### config.mk
export PLATFORM = sky130hd
export DESIGN_NAME = e203_clk_ctrl_gen
export DESIGN_NICKNAME = d
export VERILOG_FILES = /design/src/rtl/e203_clk_ctrl_gen.sv
export SDC_FILE = /design/constraint.sdc
export NUM_CORES = 1
export LEC_CHECK = 0
export ABC_CLOCK_PERIOD_IN_PS = 3900
export BUFFER_PORTS_ARGS = -buffer_cell sky130_fd_sc_hd__buf_2
export CORE_UTILIZATION = 47
export CTS_BUF_LIST = sky130_fd_sc_hd__clkbuf_4
export CTS_CLUSTER_DIAMETER = 60
export CTS_CLUSTER_SIZE = 25
export DETAILED_ROUTE_END_ITERATION = 12
export PLACE_DENSITY = 0.68
export SLEW_MARGIN = 40
export SYNTH_ARGS = -nofsm -noshare
export SYNTH_HDL_FRONTEND = slang
export SYNTH_SLANG_ARGS = --single-unit
### constraint.sdc
create_clock -name clk -period 3.9 [get_ports clk]
set_clock_uncertainty 0.05 [all_clocks]
set_input_delay 0.975 -clock clk [delete_from_list [all_inputs] [get_ports clk]]
set_output_delay 0.975 -clock clk [all_outputs]
set_load 0.01 [all_outputs]
### src/rtl/e203_clk_ctrl_gen.sv
// e203_clk_ctrl_gen: per-channel clock gating with idle hysteresis, WFI masking and debug/scan overrides
module e203_clkgate (
  input  logic clk_in,
  input  logic test_mode,
  input  logic clock_en,
  output logic clk_out
);
  logic r_en;
  // Enable is captured while the clock is low so the gated clock never glitches
  always_latch if (!clk_in) r_en <= clock_en | test_mode;
  assign clk_out = clk_in & r_en;
endmodule

module e203_clk_ctrl_gen #(
  parameter int NCH = 6,
  parameter int HYST_W = 4,
  parameter logic [NCH-1:0] WFI_MASK = NCH'(1)
) (
  input  logic              clk,
  input  logic              rst_n,
  input  logic              test_mode,
  input  logic              core_cgstop,
  input  logic              core_wfi,
  input  logic [NCH-1:0]    chan_active,
  input  logic [HYST_W-1:0] hyst_cfg,
  output logic              clk_aon,
  output logic [NCH-1:0]    clk_chan,
  output logic [NCH-1:0]    chan_en,
  output logic [NCH-1:0]    chan_ls,
  output logic              all_idle
);
  typedef enum logic [1:0] {RUN, HOLD, GATED} state_t;
  logic [NCH-1:0] w_act;
  logic [NCH-1:0] w_idle;
  assign w_act = chan_active & ~(WFI_MASK & {NCH{core_wfi}});
  assign clk_aon = clk;
  assign chan_ls = ~chan_en;
  assign all_idle = (&w_idle) & ~(|chan_en);
  for (genvar i = 0; i < NCH; i++) begin : g_ch
    state_t r_state, w_nstate;
    logic [HYST_W-1:0] r_cnt, w_ncnt;
    always_ff @(posedge clk) begin
      if (!rst_n) begin
        r_state <= GATED;
        r_cnt <= '0;
      end else begin
        r_state <= w_nstate;
        r_cnt <= w_ncnt;
      end
    end
    // hyst_cfg is only loaded on RUN->HOLD, so later changes leave the count alone
    always_comb begin
      w_nstate = r_state;
      w_ncnt = r_cnt;
      case (r_state)
        RUN: begin
          if (!w_act[i]) begin
            w_nstate = (hyst_cfg == '0) ? GATED : HOLD;
            w_ncnt = hyst_cfg;
          end
        end
        HOLD: begin
          if (w_act[i]) w_nstate = RUN;
          else begin
            w_nstate = (r_cnt == HYST_W'(1)) ? GATED : HOLD;
            w_ncnt = r_cnt - HYST_W'(1);
          end
        end
        default: w_nstate = w_act[i] ? RUN : GATED;
      endcase
    end
    assign w_idle[i] = r_state == GATED;
    assign chan_en[i] = core_cgstop | w_act[i] | (r_state != GATED);
    e203_clkgate u_cg (
      .clk_in   (clk),
      .test_mode(test_mode),
      .clock_en (chan_en[i]),
      .clk_out  (clk_chan[i])
    );
  end
endmodule

==> qor.csv <==
stage;metric;value;unit
outcome;outcome;finished, violations left;
outcome;violations;setup timing;
drt;drt_first_iter_violations;116;
floorplan;ioPinCount;35;
layout;areaGrowthSynthToFinish;10.07;%
hold_path;hold_class;flop to flop;
place;dp_cells;364;
pwr;p_leak;1.055;nW
layout;final_area;2723;sq um
grt;grt_overflow;0;
critical_path;worst_setup_path_start_kind;latch;
place;hpwlAfterDp;3.872;mm
pwr;power_density;432.7;nW/um^2
critical_path;end_kind;output port;
critical_path;critical-path-top-delay-family;latches;
drt;vias;2126;
layout;fin_cells;377;
timing;setup_viol;12;
critical_path;slowest_delay;0.41;ns
place;place_congestion;0.7906;
floorplan;dieHeight;74.55;microns
job;maxCapViolCount;0;
layout;diodes;0;
timing;slew_headroom;51.39;%
yosys;synth_cells;283;
floorplan;core_area;5075;sq um
critical_path;path_cells;and2_1 > buf_2;
yosys;synth_area_leader_cell;dfxtp_1;
clock_network;post_cts_buffers;0;
yosys;synth-seq-cells;42;
drt;drt_wl_total;5.855;mm
pwr;pwr-share-clk;47.4;%
drt;route.detailed.drc;0;
yosys;synth_area;2474;sq um
place;portBuffers;34;
pwr;p_sw;0.3796;mW
pwr;p_sw_share;32.23;%
floorplan;rows;26;
yosys;synth_edf_count;0;
timing;hold_viol_final;0;
drt;vias_per_cell;5.639;
pwr;p_int;0.7983;mW
critical_path;arrival;3.05;ns
timing;finalMaxSlewViolations;0;
timing;hold_ws;0.4586;ns
pwr;vdd_drop_max;0.0002353;V
critical_path;cp_num_buf_inv;1;
clock_network;cts_tree;yes;
grt;antenna_found_initial;0;
drt;drtAntennaViolNets;0;
critical_path;crit_fanout;1;
floorplan;die_x;74.55;microns
yosys;yosysTopAreaCellShare;29.14;%
drt;first_pass_iters;4;
critical_path;crit_type;latch to output port;
pwr;combPwrFrac;12.7;%
drt;wire_per_inst;15.53;microns
yosys;synthFlopType;dfxtp_1;
yosys;synth_fp_nets;310;
pwr;seqPwrFrac;39.9;%
clock_network;clkTransAtPathRegs;0.15;ns
grt;grt_start_max_net_pins;24;
timing;fin_setup_tns;-0.9963;ns
place;placed_cell_area;2592;sq um
grt;grt_pass1_wl;9.515;mm
critical_path;critPathSlowestCell;dlxtn_1;
yosys;async_flop_share;0;%
layout;drive_gt1_share;22.48;%
critical_path;worstPathRequired;2.87;ns
timing;worst_slack;-0.1798;ns
yosys;yosysWarnings;0;
clock_network;clock_latency;0.48;ns
pwr;power;1.178;mW
grt;gr-usage-all-layers;23.38;%
floorplan;start_util;48.74;%
yosys;synth_cell_types;48;
yosys;synth_area_leaders;dfxtp_1 (29%), ha_1 (6.1%), inv_1 (4.2%);
grt;grt_pass1_vias;1932;
timing;rsz0062_at_grt;yes;
layout;final_nets;332;
timing;worstMarginPinSlew;0.7246;ns
floorplan;die_area;5557;sq um
yosys;synth_area_per_cell;8.741;sq um
[layout by cell type, fill, tap and decap left out, types with 3 or more instances in the layout]
cell | synthesis | final
dfxtp_1 | 36 | 36
nor3_1 | 11 | 11
and2_1 | 6 | 5
dlxtn_1 | 6 | 5
nand2b_1 | 9 | 9
nand2_1 | 5 | 5
nor4b_2 | 4 | 4
o21ai_0 | 15 | 15
a21oi_1 | 17 | 17
clkbuf_4 | 0 | 11
nor2b_1 | 16 | 16
nor2_1 | 11 | 11
a211oi_1 | 8 | 8
a41o_1 | 3 | 3
or4bb_1 | 4 | 4
o31ai_1 | 6 | 6
nor4_1 | 3 | 3
a2bb2oi_2 | 4 | 4
inv_1 | 28 | 27
and3b_1 | 6 | 6
buf_4 | 13 | 4
a2111oi_0 | 5 | 5
buf_2 | 9 | 33
o211ai_1 | 5 | 5
mux2i_1 | 4 | 4
ha_1 | 12 | 12
o211ai_2 | 4 | 4
[power groups by stage]
stage               registers (mW)  logic [mW]  clock network, mW
floorplan                    0.460       0.120              0.179
global placement             0.478       0.145              0.139
detailed placement           0.478       0.148              0.139
CTS                          0.469       0.149              0.548
global route                 0.475       0.168              0.616
finish                       0.470       0.150              0.558
[worst paths after layout]
| kind | startpoint | endpoint | slack [ns] | cells after the start |
|---|---|---|---|---|
| setup / recovery | g_ch[3].u_cg.r_en | clk_chan[3] | -0.18 | 2 |
| hold / removal | g_ch[2].r_cnt[1] | g_ch[2].r_cnt[1] | 0.46 | 2 |
| setup reg to reg | g_ch[0].r_state[1] | g_ch[0].u_cg.r_en | 0.77 | 3 |
| hold reg to reg | g_ch[2].r_cnt[1] | g_ch[2].r_cnt[1] | 0.46 | 2 |
[sequential cells by signal, summed over array words and instances (netlist names)]
name	count
g_ch.r_cnt	24
g_ch.r_state	12
g_ch.u_cg.r_en	6
[tightest hold or removal path, cell delays in order, from the launching register on]
cell,delay (ns)
dfxtp_1,0.35
o21ai_0,0.07
a21oi_1,0.06
[per-stage QoR]
stage	setup WS, ns	util [%]
2_1_floorplan	0.1828	-
3_3_place_gp	0.2607	51.08
3_5_place_dp	0.2250	51.08
4_1_cts	-0.2000	53.45
5_1_grt	-0.2548	53.65
6_report	-0.1798	53.65
[logic make-up (layout without fill, tap and decap cells)]
group | Yosys count | in the layout | share of synthesized area, %
AO/OA/AOI/OAI | 76 | 76 | 22.46
multiplexers | 4 | 4 | 1.619
AND/OR/NAND/NOR | 93 | 93 | 25.85
latches | 6 | 6 | 3.642
adder cells (fa/ha/maj) | 12 | 12 | 6.070
flip-flops | 36 | 36 | 29.14
buffers and inverters | 56 | 80 | 11.23
[cell type report]
class,instances,area [sq um]
flip-flops and latches,42,812.0
fillers,495,2352
multi-input cells,185,1388
clock inverters,2,37.54
inverters,29,108.9
well taps,70,87.58
clock buffers,18,123.9
repair buffers,31,165.2
[layer usage]
| layer | track usage [%] | up-vias | part of all wire (%) |
|---|---|---|---|
| met1 | 31.28 | 1013 | 49 |
| met3 | 8.808 | 9 | 4.6 |
| met4 | 10.06 | 0 | 1.6 |
| met5 | 0 | - | 0 |
| met2 | 33.53 | 49 | 45 |
| li1 | - | 1055 | - |
[what timing repair did]
action / CTS / global route
cloned: 0 / 0
resized for setup: 0 / 3
hold buffers: 0 / 0
endpoints found under the setup margin: 12 / 12
pin swaps: 5 / 0
[synthesized netlist by cell type (all sizes together) (6+ instances only)]
| cell type | n |
|---|---|
| a211oi | 8 |
| nor3 | 11 |
| and3b | 6 |
| o21ai | 17 |
| buf | 23 |
| o31ai | 6 |
| a21oi | 17 |
| nor2 | 11 |
| and2 | 6 |
| inv | 29 |
| nor2b | 16 |
| dlxtn | 6 |
| ha | 12 |
| o211ai | 9 |
| dfxtp | 36 |
| nand2b | 9 |
Power figures use the tool's default switching activity.
